$ cat src/rtl/ee310_pkg.sv
// Shared types and constants for the lab datapath button conditioner.
// Holds the debounce FSM state type and the board-rate default.
package ee310_pkg;

    typedef enum logic [1:0] {
        RELEASED,
        PRESS_WAIT,
        PRESSED,
        RELEASE_WAIT
    } btn_state_t;

    // 20 ms at 50 MHz
    localparam int DEBOUNCE_50MHZ_20MS = 1_000_000;

endpackage

$ cat src/rtl/button_conditioner_if.sv
// Signal bundle between a raw push-button source and its conditioner.
// master drives the raw button; slave returns the conditioned view.
interface button_conditioner_if #(
    parameter int COUNT_W = 8
);

    logic               btn_in;
    logic               btn_level;
    logic               btn_press;
    logic               btn_release;
    logic [COUNT_W-1:0] press_count;

    modport master (
        output btn_in,
        input  btn_level,
        input  btn_press,
        input  btn_release,
        input  press_count
    );

    modport slave (
        input  btn_in,
        output btn_level,
        output btn_press,
        output btn_release,
        output press_count
    );

endinterface

$ cat src/rtl/d_ff.sv
// Single D flip-flop with asynchronous active-low clear.
// Used back-to-back as the button synchronizer.
module d_ff (
    input  logic clk,
    input  logic reset,
    input  logic d,
    output logic q
);

    always_ff @(posedge clk or negedge reset) begin
        if (!reset) q <= 1'b0;
        else        q <= d;
    end

endmodule

$ cat src/rtl/button_conditioner.sv
// Synchronizes, debounces and edge-detects one raw push-button.
// Outputs a clean level, press/release pulses and a wrapping press count.
module button_conditioner
    import ee310_pkg::*;
#(
    parameter int DEBOUNCE_CYCLES = DEBOUNCE_50MHZ_20MS,
    parameter int COUNT_W         = 8
) (
    input  logic                 clk,
    input  logic                 reset,
    button_conditioner_if.slave  bus
);

    localparam int CNT_W = $clog2(DEBOUNCE_CYCLES);
    localparam logic [CNT_W-1:0] CNT_LAST = CNT_W'(DEBOUNCE_CYCLES - 1);

    logic s1;
    logic s_q;

    d_ff u_sync1 (
        .clk   (clk),
        .reset (reset),
        .d     (bus.btn_in),
        .q     (s1)
    );

    d_ff u_sync2 (
        .clk   (clk),
        .reset (reset),
        .d     (s1),
        .q     (s_q)
    );

    btn_state_t         state_q, state_d;
    logic [CNT_W-1:0]   cnt_q, cnt_d;
    logic               level_q, level_d;
    logic               press_q, press_d;
    logic               rel_q, rel_d;
    logic [COUNT_W-1:0] count_q, count_d;

    always_ff @(posedge clk or negedge reset) begin
        if (!reset) begin
            state_q <= RELEASED;
            cnt_q   <= '0;
            level_q <= 1'b0;
            press_q <= 1'b0;
            rel_q   <= 1'b0;
            count_q <= '0;
        end else begin
            state_q <= state_d;
            cnt_q   <= cnt_d;
            level_q <= level_d;
            press_q <= press_d;
            rel_q   <= rel_d;
            count_q <= count_d;
        end
    end

    // Level is held through the wait states so a bounce never disturbs it
    always_comb begin
        state_d = state_q;
        cnt_d   = cnt_q;
        level_d = level_q;
        press_d = 1'b0;
        rel_d   = 1'b0;
        count_d = count_q;
        case (state_q)
            RELEASED: begin
                if (s_q) begin
                    state_d = PRESS_WAIT;
                    cnt_d   = '0;
                end
            end
            PRESS_WAIT: begin
                if (!s_q) begin
                    state_d = RELEASED;
                    cnt_d   = '0;
                end else if (cnt_q == CNT_LAST) begin
                    state_d = PRESSED;
                    level_d = 1'b1;
                    press_d = 1'b1;
                    count_d = count_q + COUNT_W'(1);
                end else begin
                    cnt_d = cnt_q + CNT_W'(1);
                end
            end
            PRESSED: begin
                if (!s_q) begin
                    state_d = RELEASE_WAIT;
                    cnt_d   = '0;
                end
            end
            RELEASE_WAIT: begin
                if (s_q) begin
                    state_d = PRESSED;
                    cnt_d   = '0;
                end else if (cnt_q == CNT_LAST) begin
                    state_d = RELEASED;
                    level_d = 1'b0;
                    rel_d   = 1'b1;
                end else begin
                    cnt_d = cnt_q + CNT_W'(1);
                end
            end
            default: begin
                state_d = RELEASED;
                cnt_d   = '0;
            end
        endcase
    end

    assign bus.btn_level   = level_q;
    assign bus.btn_press   = press_q;
    assign bus.btn_release = rel_q;
    assign bus.press_count = count_q;

endmodule

$ cat src/flat_wrapper.sv
// flat-port wrapper written by rule: the top's interface ports become plain ports
module button_conditioner_flat import ee310_pkg::*;
#(
    parameter int DEBOUNCE_CYCLES = DEBOUNCE_50MHZ_20MS,
    parameter int COUNT_W         = 8
)
  (clk, reset, bus_btn_in, bus_btn_level, bus_btn_press, bus_btn_release, bus_press_count);
  button_conditioner_if #(.COUNT_W(COUNT_W)) bus_i ();
  input  logic clk;
  input  logic reset;
  input wire logic [$bits(bus_i.btn_in)-1:0] bus_btn_in;
  output wire logic [$bits(bus_i.btn_level)-1:0] bus_btn_level;
  output wire logic [$bits(bus_i.btn_press)-1:0] bus_btn_press;
  output wire logic [$bits(bus_i.btn_release)-1:0] bus_btn_release;
  output wire logic [$bits(bus_i.press_count)-1:0] bus_press_count;
  assign bus_i.btn_in = bus_btn_in;
  assign bus_btn_level = bus_i.btn_level;
  assign bus_btn_press = bus_i.btn_press;
  assign bus_btn_release = bus_i.btn_release;
  assign bus_press_count = bus_i.press_count;
  button_conditioner #(.DEBOUNCE_CYCLES(DEBOUNCE_CYCLES), .COUNT_W(COUNT_W)) u_core (.clk(clk), .reset(reset), .bus(bus_i));
endmodule
$ cat config.mk
export PLATFORM = sky130hd
export DESIGN_NAME = button_conditioner_flat
export DESIGN_NICKNAME = d
export VERILOG_FILES = /design/src/rtl/ee310_pkg.sv /design/src/rtl/button_conditioner_if.sv /design/src/rtl/d_ff.sv /design/src/rtl/button_conditioner.sv /design/src/flat_wrapper.sv
export SDC_FILE = /design/constraint.sdc
export NUM_CORES = 1
export LEC_CHECK = 0
export BUFFER_PORTS_ARGS = -buffer_cell sky130_fd_sc_hd__buf_4
export CAP_MARGIN = 40
export CORE_MARGIN = 2
export CORE_UTILIZATION = 58
export DETAILED_ROUTE_END_ITERATION = 12
export HOLD_SLACK_MARGIN = 0.08
export PLACE_DENSITY_LB_ADDON = 0.08
export SYNTH_ARGS = -nofsm -noshare
export SYNTH_HDL_FRONTEND = slang
export SYNTH_SLANG_ARGS = --single-unit
$ cat constraint.sdc
create_clock -name clk -period 2.25 [get_ports clk]
set_clock_uncertainty 0.15 [all_clocks]
set_input_delay 0.5625 -clock clk [delete_from_list [all_inputs] [get_ports clk]]
set_output_delay 0.5625 -clock clk [all_outputs]
set_load 0.05 [all_outputs]
==> flow_summary_export.csv <==
group,metric,value,unit
clock_network,clk_path_buf_depth,2,
logic_synthesis,synthMostInstantiatedCell,"dfrtp_1",
logic_synthesis,ys_top_cells_by_count,"dfrtp_1, nand2_1, nor2_1",
clock_network,root_buffer,"clkbuf_4",
layout,fin_nets,191,
timing,finalMaxSlewViolations,0,
placement,placed_cell_area,1910,um2
logic_synthesis,synth_ff_type,"dfrtp_1",
clock_network,cts_buffers,5,
layout,syn2layout_area_growth,11.9,%
clock_network,cts_tree,"done",
grt,grt_pass1_wl,5.53,mm
layout,final_cells,220,
die,dieWidth,59.2,um
logic_synthesis,yosysUniqueCellTypes,45,
clock_network,ctsResizeCount,0,
timing,fmax,0.487,GHz
placement,dpl.cell_count,211,
grt,antenna_found_initial,0,
routing,avgViaCountPerCell,6.05,
critical_path,worstSetupPathType,"reg -> reg",
routing,totalWireLength,3.36,mm
routing,vias,1330,
timing,finalSetupViolCount,0,
routing,ant_nets,0,
logic_synthesis,synth-warning-count,0,
logic_synthesis,ys_ff_latch,35,
worst_hold_path,hold_class,"in -> reg",
critical_path,startpoint_type,"register",
grt,track_usage,21.9,%
timing,rsz0062_at_grt,"no",
logic_synthesis,synth-edff-count,0,
clock_network,clk_latency,340,ps
placement,gp_congestion,0.819,
placement,port_buffers,13,
grt,gr-total-overflow,0,
timing,period_share,91.2,%
run,max_cap_violations,0,
routing,first_pass_iters,4,
timing,hold_viol_final,0,
critical_path,worst_ep_arrival_time,2140,ps
timing,tns,0,ps
clock_network,clk_pin_slew,110,ps
routing,wl_per_cell,15.3,um
placement,pre_cts_ws,220,ps
layout,final_cell_area,1970,um2
logic_synthesis,syn_nets,172,
logic_synthesis,synth_top_cell_area_share,49.6,%
layout,drive_above_1_share,20.9,%
pwr,ir_drop,0.336,mV
logic_synthesis,syn_area_per_cell,10.6,um2
grt,grt_max_degree,36,
pwr,p_total,1.02,mW
layout,final_core_util,66.3,%
die,start_util,59.2,%
layout,diodes,0,
logic_synthesis,ys_seq_area_share,49.6,%
clock_network,cts_setup_buffers,0,
logic_synthesis,syn_area,1760,um2
clock_network,cts.sinks,35,
die,die_h,59.2,um
die,core,2980,um2
timing,finalCriticalPeriod,2050,ps
logic_synthesis,yosys-top-cells-area,"dfrtp_1, xor2_1, xnor2_1, nand4_1, nand2_1",
grt,grt_pass1_vias,1224,
routing,dr.first_iter.drc_count,76,
die,num_rows,20,
timing,maxSlewHeadroom,71.3,%
critical_path,crit_fanout,6,
logic_synthesis,synth_top_cell_by_area,"dfrtp_1",
clock_network,h-tree-depth,2,
die,fp.dieArea,3500,um2
timing,hold_ws,167,ps
logic_synthesis,async_flop_share,100,%
routing,drc,0,
pwr,p_leak,0.904,nW
run_status,outcome,"completed",
timing,worst_pin_slew,431,ps
placement,dp_hpwl,2.40,mm
layout,fill_cells,248,
pwr,powerDensity,519,nW/um2
logic_synthesis,syn_inst,167,
critical_path,crit_path_end_kind,"register",
critical_path,critPathRequiredTime,2340,ps
die,io_pins,14,
timing,setup_slack,199,ps
cells by family (layout without fill, tap and decap cells):
family | count (synthesis) | after routing | share of synthesized area (%)
AOI/OAI and AO/OA | 21 | 21 | 8.30
xor gates and xnor gates | 18 | 18 | 8.94
adders and majority gates | 2 | 2 | 1.42
buffers and inverters | 8 | 28 | 1.91
DFF | 35 | 35 | 49.6
muxes | 2 | 2 | 1.21
and+or+nand+nor | 81 | 81 | 28.6
worst max-delay path: stages, from the launching register on:
cell	delay [ps]
dfrtp_1	430
ha_1	220
nand4_1	130
or2_2	370
nor3_4	280
mux2_2	370
layout by cell type, fill, tap and decap left out, drive strengths merged, types with 2 or more instances in the layout:
master / instances
a2111o: 2
buf: 17
xnor2: 8
inv: 2
xor2: 10
nor2: 16
nor4: 2
nor2b: 2
nor4b: 2
nand2: 15
ha: 2
a21oi: 3
or2: 3
and2: 3
and3: 6
clkinvlp: 2
clkbuf: 5
o21ai: 6
and4: 3
nand3: 9
nand4: 13
nor3: 5
a31oi: 2
dfrtp: 35
cell type report:
type / instances / area, um2 / area share [%]
Timing Repair Buffer: 18 / 138 / 6.97
Clock inverter: 3 / 20.0 / 1.01
Inverter: 2 / 7.51 / 0.380
Clock buffer: 5 / 37.5 / 1.90
Sequential cell: 35 / 876 / 44.4
Tap cell: 33 / 41.3 / 2.09
Multi-Input combinational cell: 124 / 855 / 43.3
layer usage:
metal / vias up / track usage, % / share of wire (%)
met3: 9 / 8.95 / 4.8
li1: 645 / - / -
met4: 0 / 8.44 / 1.7
met2: 33 / 34.6 / 48
met5: - / 0 / 0
met1: 643 / 26.8 / 45
registers in the layout, indices dropped and copies added (netlist names), named ones only:
register and flops:
u_core.bus.btn_level 1, u_core.u_sync1.q 1, u_core.bus.btn_release 1, u_core.bus.press_count 8, u_core.cnt_q 20, u_core.bus.btn_press 1
u_core.u_sync2.q 1, u_core.state_q 1
repair_timing:
action / in CTS / in global routing
hold buffers: 1 / 0
hold endpoints to repair: 35 / 0
setup endpoints to repair: 0 / 1
final timing paths:
check	startpoint	endpoint	slack [ps]	cells past startpoint
min in group asynchronous	reset	u_core.cnt_q[8]	550	2
setup reg to reg	u_core.cnt_q[0]	u_core.bus.press_count[1]	200	5
setup / recovery	u_core.cnt_q[0]	u_core.bus.press_count[1]	200	5
max in group asynchronous	reset	u_core.cnt_q[13]	1100	2
hold / removal	bus_btn_in	u_core.u_sync1.q	170	1
hold reg to reg	u_core.u_sync1.q	u_core.u_sync2.q	220	0
power breakdown:
part           leakage (nW)  switching [mW]  internal (mW)
Sequential            0.481         0.00742          0.634
Combinational         0.396          0.0311         0.0148
Clock                0.0272           0.217          0.119
Total                 0.904           0.256          0.768
No activity file was read; power rests on OpenSTA's default activity.
